File: src/rtl/ifetch_mem.sv
// Instruction fetch unit with an embedded program memory: load the program, then stream words from start_pc to end_pc.
// Optional per-word even parity checking is enabled with the IFETCH_PARITY_EN macro.
module ifetch_mem #(
    parameter int DATA_W = 32,
    parameter int ADDR_W = 3
) (
    input  logic              clk,
    input  logic              reset,
    input  logic              ld_en,
    input  logic [ADDR_W-1:0] ld_addr,
    input  logic [DATA_W-1:0] ld_data,
    input  logic              start,
    input  logic [ADDR_W-1:0] start_pc,
    input  logic [ADDR_W-1:0] end_pc,
    input  logic              jump,
    input  logic [ADDR_W-1:0] jump_pc,
    input  logic              instr_ready,
    output logic [DATA_W-1:0] instr,
    output logic [ADDR_W-1:0] pc,
    output logic              instr_valid,
    output logic              busy,
    output logic              done,
    output logic              parity_err
);
    localparam int DEPTH = 2**ADDR_W;

    localparam logic [1:0] S_IDLE  = 2'd0;
    localparam logic [1:0] S_FETCH = 2'd1;
    localparam logic [1:0] S_VALID = 2'd2;
    localparam logic [1:0] S_DONE  = 2'd3;

`ifdef IFETCH_PARITY_EN
    localparam int MEM_W = DATA_W + 1;
`else
    localparam int MEM_W = DATA_W;
`endif

    logic [MEM_W-1:0]  mem [DEPTH];
    logic [MEM_W-1:0]  word_in;
    logic [1:0]        state_reg, state_next;
    logic [ADDR_W-1:0] pc_reg, pc_next;
    logic [ADDR_W-1:0] end_reg, end_next;
    logic [DATA_W-1:0] instr_reg;
    logic              idle_like;
    logic              wr_en;
    logic              handshake;

    assign idle_like = (state_reg == S_IDLE) || (state_reg == S_DONE);
    // Reset wins over a load in the same cycle; memory itself is never cleared.
    assign wr_en     = ld_en && idle_like && !reset;
    assign handshake = (state_reg == S_VALID) && instr_ready;

`ifdef IFETCH_PARITY_EN
    assign word_in = {^ld_data, ld_data};
`else
    assign word_in = ld_data;
`endif

    always_ff @(posedge clk) begin
        if (wr_en) begin
            mem[ld_addr] <= word_in;
        end
    end

    always_comb begin
        state_next = state_reg;
        pc_next    = pc_reg;
        end_next   = end_reg;
        case (state_reg)
            S_IDLE, S_DONE: begin
                if (start) begin
                    state_next = S_FETCH;
                    pc_next    = start_pc;
                    end_next   = end_pc;
                end
            end
            S_FETCH: state_next = S_VALID;
            S_VALID: begin
                if (handshake) begin
                    if (jump) begin
                        state_next = S_FETCH;
                        pc_next    = jump_pc;
                    end else if (pc_reg == end_reg) begin
                        state_next = S_DONE;
                    end else begin
                        state_next = S_FETCH;
                        pc_next    = pc_reg + 1'b1;
                    end
                end
            end
            default: state_next = S_IDLE;
        endcase
    end

    always_ff @(posedge clk) begin
        if (reset) begin
            state_reg <= S_IDLE;
            pc_reg    <= '0;
            end_reg   <= '0;
            instr_reg <= '0;
        end else begin
            state_reg <= state_next;
            pc_reg    <= pc_next;
            end_reg   <= end_next;
            if (state_reg == S_FETCH) begin
                instr_reg <= mem[pc_reg][DATA_W-1:0];
            end
        end
    end

`ifdef IFETCH_PARITY_EN
    logic parity_err_reg;

    // Stored bit is even parity of the data, so XOR over the whole word is 1 on mismatch.
    always_ff @(posedge clk) begin
        if (reset) begin
            parity_err_reg <= 1'b0;
        end else if (state_reg == S_FETCH) begin
            parity_err_reg <= ^mem[pc_reg];
        end
    end

    assign parity_err = parity_err_reg;
`else
    assign parity_err = 1'b0;
`endif

    assign instr       = instr_reg;
    assign pc          = pc_reg;
    assign instr_valid = (state_reg == S_VALID);
    assign busy        = (state_reg == S_FETCH) || (state_reg == S_VALID);
    assign done        = (state_reg == S_DONE);

endmodule

File: config.mk
export PLATFORM = sky130hd
export DESIGN_NAME = ifetch_mem
export DESIGN_NICKNAME = d
export VERILOG_FILES = /design/src/rtl/ifetch_mem.sv
export SDC_FILE = /design/constraint.sdc
export NUM_CORES = 1
export LEC_CHECK = 0
export ABC_AREA = 1
export BUFFER_PORTS_ARGS = -buffer_cell sky130_fd_sc_hd__buf_2
export CAP_MARGIN = 30
export CORE_MARGIN = 5
export CORE_UTILIZATION = 62
export CTS_BUF_LIST = sky130_fd_sc_hd__clkbuf_2
export CTS_CLUSTER_DIAMETER = 150
export DETAILED_ROUTE_END_ITERATION = 10
export PLACE_DENSITY = 0.79
export SYNTH_ARGS = -nofsm -noshare
export SYNTH_HDL_FRONTEND = slang
export SYNTH_SLANG_ARGS = --single-unit
export TNS_END_PERCENT = 50
File: constraint.sdc
create_clock -name clk -period 3.5 [get_ports clk]
set_clock_uncertainty 0.15 [all_clocks]
set_input_delay 0.7 -clock clk [delete_from_list [all_inputs] [get_ports clk]]
set_output_delay 0.7 -clock clk [all_outputs]
set_load 0.01 [all_outputs]
==> out/metrics.cfg, run 1 <==
[outcome]
status = complete, no violations

[hold_path]
min_path_cells = 3
hold_class = primary input to flop

[clock_network]
cts.root.buffer_cell = clkbuf_2
worstSkewPairLatency_ns = 0.85
cts.sinks = 296
cts-buffers-inserted = 74
cts_max_path_buffers = 3
cts_tree = done
cts_htree_levels = 3
path_clk_slew_ns = 0.09
cts_resized = 0
post_cts_buffers = 0
cts_hold_buf = 38

[critical_path]
reg2reg_slack_ns = 0.90
crit_end = busy
worst-path-buf-inv = 3
worst_r2r_endpoint = mem[5][25]
max_stage_delay_ns = 0.40
path_max_fanout = 5
cp-start-kind = flop
r2r_start = state_reg[0]
critPathSlowestCell = dfxtp_1
crit_path_start = state_reg[0]
crit_chain = inv_1 -> ha_1 -> inv_1 -> buf_2
critPathTopFamily = flip-flops
worstPathArrival_ns = 1.87
reg2regPathDepth = 7
crit_required_ns = 2.65
crit_path_frequent_cell = inv_1
criticalPathCategory = flop to output pin
path_depth = 4
crit_path_end_kind = output pin

[sta]
slew_viol_final = 0
rsz0062_at_grt = no
setup_viol = 0
period_needed_ns = 2.72
slew_headroom_pct = 48.8
post-route-period-util_pct = 77.7
worst_pin_slew_ns = 0.769
timing.fmax_ghz = 0.368
tns_ns = 0
hold_violations = 0

[yosys]
yosysTopAreaCellShare_pct = 64.9
yosys_warnings = 0
synth-adder-area-share_pct = 0.528
synthesis.area_um2 = 11800
synthTopCellsByArea = edfxtp_1, nand2_1, dfxtp_1, nor2_1, o21ai_0
yosys_register_bits = 296
syn_inst = 1061
synth-simple-area-share_pct = 17.4
avgSynthCellArea_um2 = 11.2
synth_nets = 1116
synth.distinct_cells = 20
synth_xor_area_share_pct = 0
synth-seq-area-share_pct = 71.7
synth.area.mux_share_pct = 0
synth-compound-area-share_pct = 6.47
yosysTopAreaCell = edfxtp_1
synth_top_family_by_area = simple AND/OR/NAND/NOR gates

[routing]
first_pass_iters = 5
wl_per_cell_um = 16.6
vias = 8116
drc = 0
ant_nets = 0
drtIter0Drc = 723
vias_per_cell = 5.35
wl_mm = 25.2

[global_routing]
grtUsageTotal_pct = 23.6
gr-usage-met1_pct = 31.3
grt_pass1_vias = 8115
grt_overflow = 0
grt_first_pass_wirelength_mm = 40.7
grt_use_met3_pct = 5.88
use_met2_pct = 38.2
top_usage_layer = met2
grt_max_degree = 81
antenna_found_initial = 2

[finish]
syn_to_final_growth_pct = 14.9
final_util_pct = 72.5
nFillCells = 1286
post_route_cells_drive_above_1_share_pct = 19.5
largest_reg_flops = 256
final_cell_area_um2 = 13600
nNetsFinal = 1276

[die]
die_y_um = 148
dieArea_um2 = 22000
coreArea_um2 = 18800
io_pins = 89
fp.dieW_um = 148
fp-row-count = 50
initial_utilization_pct = 63.1

[placed_design]
placed_cell_area_um2 = 12500
gp_congestion = 0.791
place_hpwl_mm = 14.1
io_buffers = 87

[power_and_ir_drop]
power_w = 0.00794
p_leak_nw = 5.53
ir_drop_mv = 0.295
power.density_nw_per_um2 = 584

[flow_run]
cap_viol_max_count = 0

==> cell type report <==
cell class | count | area [µm²] | share of cell area, %
antenna | 2 | 5.00 | 0.0368
clock inverter | 21 | 163 | 1.20
inverter | 24 | 92.6 | 0.681
multi-input combinational | 680 | 2960 | 21.8
tap | 234 | 293 | 2.15
sequential | 296 | 8490 | 62.4
timing repair buffer | 145 | 1030 | 7.56
clock buffer | 114 | 571 | 4.19
==> report_power, final <==
part | internal, W | switching, W
registers | 0.00396 | 0.0000844
clock network | 0.00109 | 0.00134
logic | 0.000480 | 0.000987
==> stage by stage <==
| stage | std cells | setup slack [ns] | hold slack (ns) |
|---|---|---|---|
| 2_1_floorplan | 1061 | 0.545 | 0.294 |
| 3_3_place_gp | 1341 | 0.963 | 0.311 |
| 3_5_place_dp | 1341 | 0.890 | 0.315 |
| 4_1_cts | 1514 | 0.717 | 0.00440 |
| 5_1_grt | 1516 | 0.632 | 0.0218 |
| 6_report | 1516 | 0.779 | 0.0824 |
==> cells in the mapped netlist <==
master / number
edfxtp_1: 256
buf_4: 11
o21ai_0: 79
buf_1: 4
ha_1: 5
o21ai_1: 18
o211ai_1: 8
conb_1: 1
nand2_1: 327
clkbuf_1: 19
buf_6: 10
dfxtp_1: 40
nand3_1: 64
a21oi_1: 37
buf_2: 17
nor2_1: 136
inv_1: 21
or2_2: 1
inv_2: 3
a21oi_2: 4
==> kinds of logic after synthesis <==
logic type	Yosys count
buf+inv	85
simple gates	528
other cells	1
compound gates	146
flops	296
fa+ha+maj	5
==> worst min-delay path, delay by kind of cell <==
kind,cells,cell delay (ns)
and+or+nand+nor,1,0.12
buffers and inverters,1,0.11
AOI/OAI and AO/OA,1,0.08
==> per-layer routing <==
layer / vias up / wire, µm
li1: 3982 / -
met1: 3800 / 10600
met2: 292 / 12300
met3: 42 / 1830
met4: 0 / 469
met5: - / 0
==> cell usage in the layout (no fill, tap or decap), types with 21 or more instances in the layout <==
| master | n |
|---|---|
| edfxtp_1 | 256 |
| o21ai_0 | 79 |
| nand2_1 | 327 |
| buf_2 | 87 |
| nor2_1 | 128 |
| inv_1 | 21 |
| a21oi_1 | 37 |
| dlygate4sd3_1 | 38 |
| nand3_1 | 64 |
| dfxtp_1 | 39 |
| clkbuf_2 | 114 |
==> how the worst min path moves through the flow <==
stage / start / to / slack, ns
final: start / end_reg[2] / 0.08
after floorplan: end_reg[2] / end_reg[2] / 0.29
after global placement: end_reg[1] / end_reg[1] / 0.31
after global routing: start_pc[1] / pc[1] / 0.02
after detailed placement: end_reg[2] / end_reg[2] / 0.32
after CTS: start / end_reg[2] / 0.004
Power figures use the tool's default switching activity.
==> run 2, diff against run 1 <==
==> constraint.sdc (replaced) <==
create_clock -name clk -period 2.55 [get_ports clk]
set_clock_uncertainty 0.15 [all_clocks]
set_input_delay 0.51 -clock clk [delete_from_list [all_inputs] [get_ports clk]]
set_output_delay 0.51 -clock clk [all_outputs]
set_load 0.01 [all_outputs]
==> run 2 against run 1 <==
  * Final area is 1.1% higher
  * Global-route usage is 0.33 points lower
  * Count of clock-buffer cells in the layout stayed put
  * Final cell count is 0.92% higher
  * Highest routed layer is now met5
==> out/metrics.cfg, run 2 (synthesis results as in run 1) <==
[finish]
largest_reg_flops = 256  ; unchanged
syn_to_final_growth_pct = 16.1  ; was 14.9%
nNetsFinal = 1290  ; was 1276
final_common_cell = nand2_1  ; unchanged
final_util_pct = 73.3  ; was 72.5%
final_cell_area_um2 = 13800  ; was 13600 µm²
nFillCells = 1248  ; was 1286
layout_common_cells = nand2_1, edfxtp_1, nor2_1  ; unchanged
post_route_cells_drive_above_1_share_pct = 19.2  ; was 19.5%

[die]
initial_utilization_pct = 63.1  ; unchanged
die_y_um = 148  ; unchanged
dieArea_um2 = 22000  ; unchanged
coreArea_um2 = 18800  ; unchanged
fp.dieW_um = 148  ; unchanged
fp-row-count = 50  ; unchanged
io_pins = 89  ; unchanged

[hold_path]
hold_class = primary input to flop  ; unchanged
min-delay-start = instr_ready  ; was start

[critical_path]
criticalPathCategory = flop to flop  ; was flop to output pin
crit_end = end_reg[2]  ; was busy
crit_path_end_kind = flop  ; was output pin
reg2reg_slack_ns = 0.1  ; was 0.90 ns
path_max_fanout = 5  ; unchanged
r2r_start = state_reg[0]  ; unchanged
worstPathArrival_ns = 2.97  ; was 1.87 ns
worst_r2r_endpoint = end_reg[2]  ; was mem[5][25]
crit_required_ns = 3.06  ; was 2.65 ns
crit_path_start = state_reg[0]  ; unchanged
cp-start-kind = flop  ; unchanged
reg2regPathDepth = 7  ; unchanged

[global_routing]
grt_max_degree = 122  ; was 81
grtUsageTotal_pct = 23.2  ; was 23.6%
antenna_found_initial = 2  ; unchanged
grt_first_pass_wirelength_mm = 40.4  ; was 40.7 mm
grt_overflow = 0  ; unchanged
grt_pass1_vias = 8014  ; was 8115

[clock_network]
cts-buffers-inserted = 72  ; was 74
cts_max_path_buffers = 3  ; unchanged
cts_tree = done  ; unchanged
cts_htree_levels = 3  ; unchanged
cts.root.buffer_cell = clkbuf_2  ; unchanged
post_cts_buffers = 0  ; unchanged
worstSkewPairLatency_ns = 0.81  ; was 0.85 ns
path_clk_slew_ns = 0.11  ; was 0.09 ns
cts.sinks = 296  ; unchanged

[power_and_ir_drop]
ir_drop_mv = 0.483  ; was 0.295 mV
p_leak_nw = 5.57  ; was 5.53 nW
power.density_nw_per_um2 = 770  ; was 584 nW/µm²

[routing]
wl_mm = 25.4  ; was 25.2 mm
ant_nets = 0  ; unchanged
topRoutingLayerUsed = met5  ; was met4
vias = 8257  ; was 8116
wl_met3_mm = 1.84  ; was 1.83 mm
wl_met1_mm = 10.6  ; about the same
first_pass_iters = 6  ; was 5
drtIter0Drc = 688  ; was 723
drc = 0  ; unchanged
vias_per_cell = 5.40  ; was 5.35
wl_met2_mm = 12.6  ; was 12.3 mm
wl_per_cell_um = 16.6  ; about the same

[sta]
setup_viol = 0  ; unchanged
timing.fmax_ghz = 0.408
hold_ws_ns = 0.231  ; was 0.0824 ns
rsz0062_at_grt = no  ; unchanged
slew_viol_final = 0  ; unchanged
hold_violations = 0  ; unchanged
post-route-period-util_pct = 96.2
slew_headroom_pct = 42.2  ; was 48.8%
period_needed_ns = 2.45
tns_ns = 0  ; unchanged
worst_pin_slew_ns = 0.868  ; was 0.769 ns

[placed_design]
io_buffers = 87  ; unchanged
placed_cell_area_um2 = 12600  ; was 12500 µm²
gp_congestion = 0.797  ; was 0.791
place_hpwl_mm = 13.7  ; was 14.1 mm

[outcome]
status = complete, no violations  ; unchanged

[flow_run]
cap_viol_max_count = 0  ; unchanged

==> run 2: how the worst min path moves through the flow <==
stage	cells past startpoint	to	slack, ns
after floorplan	2	end_reg[2]	0.29
after global placement	2	end_reg[1]	0.31
after detailed placement	2	end_reg[2]	0.32
after CTS	6	state_reg[0]	0.04
after global routing	4	mem[3][13]	0.19
final	6	state_reg[0]	0.23
==> run 2: area by class of cell <==
type	count	area [µm²]	share of cell area [%]
well taps	234	293	2.13
inverters	24	92.6	0.673
diodes	2	5.00	0.0364
flip-flops and latches	296	8490	61.8
clock buffers	114	571	4.15
clock inverters	19	73.8	0.537
repair buffers	161	1250	9.10
multi-input cells	680	2970	21.6
==> run 2: power breakdown <==
part | total, W | switching [W] | leakage (nW) | internal [W]
Clock | 0.00297 | 0.00179 | 0.513 | 0.00118
Combinational | 0.00210 | 0.00140 | 2.41 | 0.000706
Sequential | 0.00552 | 0.0000797 | 2.64 | 0.00544
Total | 0.0106 | 0.00326 | 5.57 | 0.00732
==> run 2: timing repair <==
action	in CTS	in global routing
resized for setup	2	3
endpoints found under the setup margin	2	5
hold buffers	51	0
hold endpoints to repair	264	0
==> run 2: metal layers <==
metal,global-route usage [%],vias up
li1,-,4021
met1,30.5,3897
met2,38.9,304
met3,5.73,33
met4,7.07,2
met5,0,-
==> run 2: metrics by stage <==
stage	cells	worst slack, ns	total power, W
global placement	1344	0.316	0.00755
CTS	1528	0.0320	0.0106
detailed placement	1344	0.267	0.00761
floorplan	1061	-0.405	0.00706
global route	1529	0.0204	0.0112
finish	1530	0.0972	0.0106
==> run 2: worst max-delay path: stages, from the launching register on <==
cell	delay, ns
dfxtp_2	0.37
inv_1	0.10
ha_4	0.30
nand2_2	0.09
o21ai_0	0.14
dlygate4sd3_1	0.57
a21oi_1	0.04
dlygate4sd3_1	0.55
